<file path="src/rtl/npu_mem_pkg.sv">
// Shared types and sizes for the NPU memory subsystem (sram_C access path).
package npu_mem_pkg;

  localparam int unsigned SRAM_C_ADDR_W = 10;
  localparam int unsigned SRAM_C_DATA_W = 8;

  typedef logic req_id_t;

  localparam req_id_t REQ_PE   = 1'b0;
  localparam req_id_t REQ_HOST = 1'b1;

  // Read-return tag carried down the response pipeline
  typedef struct packed {
    logic    valid;
    req_id_t id;
  } rsp_tag_t;

endpackage

</file>
<file path="src/rtl/sram_c_arbiter_rr_arb2.sv">
// Two-way round-robin arbiter with a bounded burst: one requester keeps the grant
// for at most MAX_BURST consecutive accepts while the other one is waiting.
module rr_arb2
  import npu_mem_pkg::*;
#(
  parameter int unsigned MAX_BURST = 4
) (
  input  logic       clk,
  input  logic       rst_n,
  input  logic [1:0] req,
  output logic [1:0] grant_c
);

  localparam int unsigned CNT_W = 4;
  localparam logic [CNT_W-1:0] MAX_C = CNT_W'(MAX_BURST);

  req_id_t           prio, prio_n;
  req_id_t           last_id, last_n;
  logic [CNT_W-1:0]  burst_cnt, cnt_n, cnt_inc;
  req_id_t           gnt_id;
  logic              gnt_any;

  // A lone requester always wins; on a tie the priority holder wins
  always_comb begin
    grant_c = 2'b00;
    case (req)
      2'b01:   grant_c = 2'b01;
      2'b10:   grant_c = 2'b10;
      2'b11:   grant_c = (prio == REQ_HOST) ? 2'b10 : 2'b01;
      default: grant_c = 2'b00;
    endcase
  end

  assign gnt_id  = req_id_t'(grant_c[1]);
  assign gnt_any = |grant_c;

  always_comb begin
    prio_n  = prio;
    last_n  = last_id;
    cnt_n   = burst_cnt;
    cnt_inc = burst_cnt;
    if (gnt_any) begin
      if ((gnt_id == last_id) && (burst_cnt != '0))
        cnt_inc = (burst_cnt >= MAX_C) ? MAX_C : burst_cnt + CNT_W'(1);
      else
        cnt_inc = CNT_W'(1);
      last_n = gnt_id;
      // Burst exhausted with the other side waiting: hand priority over
      if ((cnt_inc >= MAX_C) && req[~gnt_id]) begin
        prio_n = ~gnt_id;
        cnt_n  = '0;
      end else begin
        cnt_n = cnt_inc;
      end
    end
  end

  always_ff @(posedge clk or negedge rst_n) begin
    if (!rst_n) begin
      prio      <= REQ_PE;
      last_id   <= REQ_PE;
      burst_cnt <= '0;
    end else begin
      prio      <= prio_n;
      last_id   <= last_n;
      burst_cnt <= cnt_n;
    end
  end

endmodule

</file>
<file path="src/rtl/sram_c_arbiter.sv">
// Shares single-port sram_C between PE writeback (port 0) and host readout (port 1);
// one registered access per cycle, read data routed back by requester tag.
module sram_c_arbiter
  import npu_mem_pkg::*;
#(
  parameter int unsigned ADDR_W    = SRAM_C_ADDR_W,
  parameter int unsigned DATA_W    = SRAM_C_DATA_W,
  parameter int unsigned READ_LAT  = 1,
  parameter int unsigned MAX_BURST = 4
) (
  input  logic                rpll_clk,
  input  logic                rst_n,
  input  logic [1:0]          req_valid,
  output logic [1:0]          req_ready,
  input  logic [1:0]          req_we,
  input  logic [2*ADDR_W-1:0] req_addr,
  input  logic [2*DATA_W-1:0] req_wdata,
  output logic [1:0]          rsp_valid,
  output logic [DATA_W-1:0]   rsp_rdata,
  output logic                sram_C_we,
  output logic [ADDR_W-1:0]   sram_C_addr,
  output logic [DATA_W-1:0]   sram_C_din,
  input  logic [DATA_W-1:0]   sram_C_dout,
  output logic                busy
);

  localparam int unsigned PIPE_D = READ_LAT + 1;

  logic [1:0]        grant;
  logic [1:0]        acc;
  logic              acc_any;
  req_id_t           acc_id;
  logic [ADDR_W-1:0] acc_addr;
  logic [DATA_W-1:0] acc_wdata;
  rsp_tag_t          pipe [PIPE_D];
  rsp_tag_t          tag_out;

  rr_arb2 #(.MAX_BURST(MAX_BURST)) u_arb (
    .clk     (rpll_clk),
    .rst_n   (rst_n),
    .req     (req_valid),
    .grant_c (grant)
  );

  assign req_ready = grant;
  assign acc       = req_valid & grant;
  assign acc_any   = |acc;
  assign acc_id    = req_id_t'(acc[1]);
  assign acc_addr  = acc_id ? req_addr[2*ADDR_W-1:ADDR_W]   : req_addr[ADDR_W-1:0];
  assign acc_wdata = acc_id ? req_wdata[2*DATA_W-1:DATA_W] : req_wdata[DATA_W-1:0];

  // SRAM drive: we pulses per accepted write, addr/din hold when idle
  always_ff @(posedge rpll_clk or negedge rst_n) begin
    if (!rst_n) begin
      sram_C_we   <= 1'b0;
      sram_C_addr <= '0;
      sram_C_din  <= '0;
    end else begin
      sram_C_we <= acc_any & req_we[acc_id];
      if (acc_any) begin
        sram_C_addr <= acc_addr;
        sram_C_din  <= acc_wdata;
      end
    end
  end

  // Issue register plus READ_LAT stages; the last stage lines up with sram_C_dout
  always_ff @(posedge rpll_clk or negedge rst_n) begin
    if (!rst_n) begin
      for (int i = 0; i < PIPE_D; i++) pipe[i] <= '0;
    end else begin
      pipe[0] <= '{valid: acc_any & ~req_we[acc_id], id: acc_id};
      for (int i = 1; i < PIPE_D; i++) pipe[i] <= pipe[i-1];
    end
  end

  assign tag_out   = pipe[PIPE_D-1];
  assign rsp_valid = !tag_out.valid        ? 2'b00 :
                     (tag_out.id == REQ_HOST) ? 2'b10 : 2'b01;
  assign rsp_rdata = tag_out.valid ? sram_C_dout : '0;

  always_comb begin
    busy = 1'b0;
    for (int i = 0; i < PIPE_D; i++) busy = busy | pipe[i].valid;
  end

endmodule
</file>
<file path="config.mk">
export PLATFORM = sky130hd
export DESIGN_NAME = sram_c_arbiter
export DESIGN_NICKNAME = d
export VERILOG_FILES = /design/src/rtl/npu_mem_pkg.sv /design/src/rtl/sram_c_arbiter_rr_arb2.sv /design/src/rtl/sram_c_arbiter.sv
export SDC_FILE = /design/constraint.sdc
export NUM_CORES = 1
export LEC_CHECK = 0
export BUFFER_PORTS_ARGS = -buffer_cell sky130_fd_sc_hd__buf_2
export CAP_MARGIN = 20
export CELL_PAD_IN_SITES_DETAIL_PLACEMENT = 2
export CELL_PAD_IN_SITES_GLOBAL_PLACEMENT = 2
export CORE_ASPECT_RATIO = 0.7
export CORE_MARGIN = 2
export CORE_UTILIZATION = 25
export CTS_BUF_LIST = sky130_fd_sc_hd__clkbuf_4
export CTS_CLUSTER_SIZE = 28
export DETAILED_ROUTE_END_ITERATION = 8
export PLACE_DENSITY = 0.84
export SLEW_MARGIN = 20
export SYNTH_ARGS = -nofsm -noshare
export SYNTH_HDL_FRONTEND = slang
export SYNTH_SLANG_ARGS = --single-unit
</file>
<file path="constraint.sdc">
create_clock -name rpll_clk -period 2.1 [get_ports rpll_clk]
set_input_delay 0.105 -clock rpll_clk [delete_from_list [all_inputs] [get_ports rpll_clk]]
set_output_delay 0.105 -clock rpll_clk [all_outputs]
set_load 0.01 [all_outputs]
</file>
==> run metrics <==
critical path buffer and inverter count 3; filler-free cell count of the finished design approximately 350; vias per cell around 4.8; slowest stage delay, CP between 0.5 and 0.6 ns; die span in x 99.0 µm; P_sw 688 µW; TritonRoute pass-1 iters 4; top-count cell post-synth a21oi_1; setup violators final 0; post-CTS sizing 0; Int Pwr ~1100 µW; Mapped Area 1580 µm²; Synth top area share 0.459; Max-Cap Viols 0; Starting DRT DRC Count between 50 and 60; CTS buffer count 5; CTS tree yes; synthesized area per cell ~8.5 µm²; post-DR wirelength/cell approximately 16 µm; Worst Path Max Fanout 21; GP Congestion 0.777; Max Freq 0.607 GHz; DIE AREA 6980 µm²; Syn Inst Count about 190; port buffer count 81; total number of vias 1,682; GRT Util Overall 0.164; initial core utilization 0.257; Min-Delay Path Class in -> reg; Placed Area around 2000 µm²; clock sinks 29; CP Capture Type flop; vias in the first global route 1,807; Area contributors post-synth dfrtp_1, a21oi_1, nand2b_1; syn nets between 200 and 250; Final WS setup 0.452 ns; HPWL after DPL 3910 µm; Nets between 300 and 400; cell taking the most area after synthesis dfrtp_1; clock share of power 0.189; CTS max path bufs 2; fillers about 700; status completed; Residual DRC 0; Seq/Total Area, Yosys 0.459; routed wire length around 5600 µm; CP Launch Type flop; synthesis warning total 0; Final min period ~1.6 ns; Placed Instances roughly 330; Unique masters post-synth 29; Sw Ratio 0.378; GRT overflow 0; share of cells above drive strength 1 0.348; Gate power share 0.387; crit-path leading delay family buffers and inverters; EDFF count, synth 0; final worst clock skew 0.00552 ns; Die H between 70 and 80 µm; largest net degree at the start of global routing between 40 and 50; Post-DRT Antenna Nets 0; IO Pins slightly above 80; required time of the critical path between 2 and 2.5 ns; clk_lat worst skew roughly 0.32 ns; CTS HTree Levels 2; Max stage delay cell, worst path dlygate4sd3_1; sequential group share of total power 0.424; Final Hold Violating Endpoints 0; design area 2210 µm²; Area Overhead vs Synth 39.9%; Setup CP Type reg -> reg; dpl ws between 0.4 and 0.5 ns; Cell Pwr Density 824 nW/µm²; initial antenna violation count 0; Peak supply drop between 0.15 and 0.2 mV; CORE AREA between 6000 and 7000 µm²; Site Rows 24; Post-synth ARST share 1.00; Ant. Diodes 0; Seq cells post-synth 29; first-pass GRT wire length roughly 9000 µm; Post-CTS Setup Inserts 0; Synth top cells by count a21oi_1, dfrtp_1, nand2_1; P_leak 0.00110 µW; CTS Root Cell clkbuf_4; crit-path cells buf_4, a21oi_2, inv_1, o22ai_1, dlygate4sd3_1; relative slew slack 0.549; Reg clk slew, reported paths around 0.1 ns; Worst Path Arrival roughly 1.9 ns; Synth Flop Type dfrtp_1; count of pins over their slew limit 0; RSZ-0062 raised after global routing no; Slew @ Worst Pin just under 0.7 ns; Setup TNS 0 ns; final worst path period share 0.785
## power groups by stage
stage | sequential, µW | clock, µW | combinational [µW]
floorplan | 799 | 0 | 380
global placement | 774 | 0 | 664
detailed placement | 781 | 0 | 692
CTS | 772 | 358 | 722
global route | 795 | 379 | 792
finish | 771 | 345 | 705
## cells by family after synthesis
logic type | share of synthesized area
AO/OA/AOI/OAI | 0.241
AND/OR/NAND/NOR | 0.215
flip-flops | 0.459
buffers and inverters | 0.0633
adder cells (fa/ha/maj) | 0.0158
XOR/XNOR | 0.00554
## worst reg2reg max path, delay by kind of cell, from the launching register on
kind            cells  cell delay, ns
compound gates      2            0.36
buf+inv             3            0.85
flops               1            0.39
## area by class of cell
| cell class | count | area [µm²] | share of cell area |
|---|---|---|---|
| sequential | 29 | 726 | 0.328 |
| clock buffer | 6 | 45.0 | 0.0204 |
| timing repair buffer | 96 | 548 | 0.248 |
| clock inverter | 2 | 10.0 | 0.00453 |
| inverter | 8 | 30.0 | 0.0136 |
| multi-input combinational | 135 | 754 | 0.341 |
| tap | 78 | 97.6 | 0.0441 |
## sequential cells by signal, indices dropped and copies added (netlist names)
name / count
u_arb.last_id: 1
pipe: 4
sram_C_addr: 10
u_arb.prio: 1
sram_C_din: 8
u_arb.burst_cnt: 4
sram_C_we: 1
## cells in the final DEF, fill, tap and decap left out, types with 2 or more instances in the layout
| master | netlist | final |
|---|---|---|
| o311ai_0 | 2 | 2 |
| nor2b_1 | 3 | 3 |
| nand2b_1 | 19 | 19 |
| dfrtp_1 | 29 | 29 |
| o22ai_1 | 2 | 2 |
| and2_1 | 9 | 9 |
| a21oi_1 | 38 | 38 |
| clkbuf_4 | 0 | 6 |
| nand2_1 | 22 | 22 |
| a22o_1 | 2 | 2 |
| o21ai_0 | 19 | 19 |
| dlygate4sd3_1 | 0 | 12 |
| ha_1 | 2 | 2 |
| inv_1 | 8 | 8 |
| buf_4 | 0 | 3 |
| buf_2 | 5 | 81 |
| clkinv_2 | 0 | 2 |
| nor2_1 | 4 | 4 |
## path summary, 6_finish.rpt
check / start / to / slack [ns] / depth (start not counted)
max: u_arb.prio / pipe[3] / 0.45 / 5
min: req_wdata[12] / sram_C_din[4] / 0.01 / 3
max reg2reg: u_arb.prio / pipe[3] / 0.45 / 5
min reg2reg: pipe[2] / pipe[0] / 0.36 / 0
max in group asynchronous: rst_n / u_arb.prio / 1.32 / 2
min in group asynchronous: rst_n / sram_C_addr[5] / 0.34 / 2
## metal layers
metal | vias up | GRT usage | wire (µm)
li1 | 810 | - | -
met1 | 803 | 0.204 | 2520
met2 | 64 | 0.294 | 2650
met3 | 5 | 0.0400 | 407
met4 | 0 | 0.0274 | 31
met5 | - | 0 | 0
## timing repair
item                                   in CTS  in global routing
endpoints found under the hold margin      39                  0
setup endpoints to repair                   0                  0
hold buffers                               12                  0
## metrics by stage
step,power (µW),hold slack [ns],utilization
after global routing,1970,0.0000571,0.359
final,1820,0.00957,0.359
after detailed placement,1470,0.195,0.331
after floorplan,1180,-0.191,-
after CTS,1850,0.000401,0.359
after global placement,1440,0.188,0.331
(Power assumes the default switching activity.)
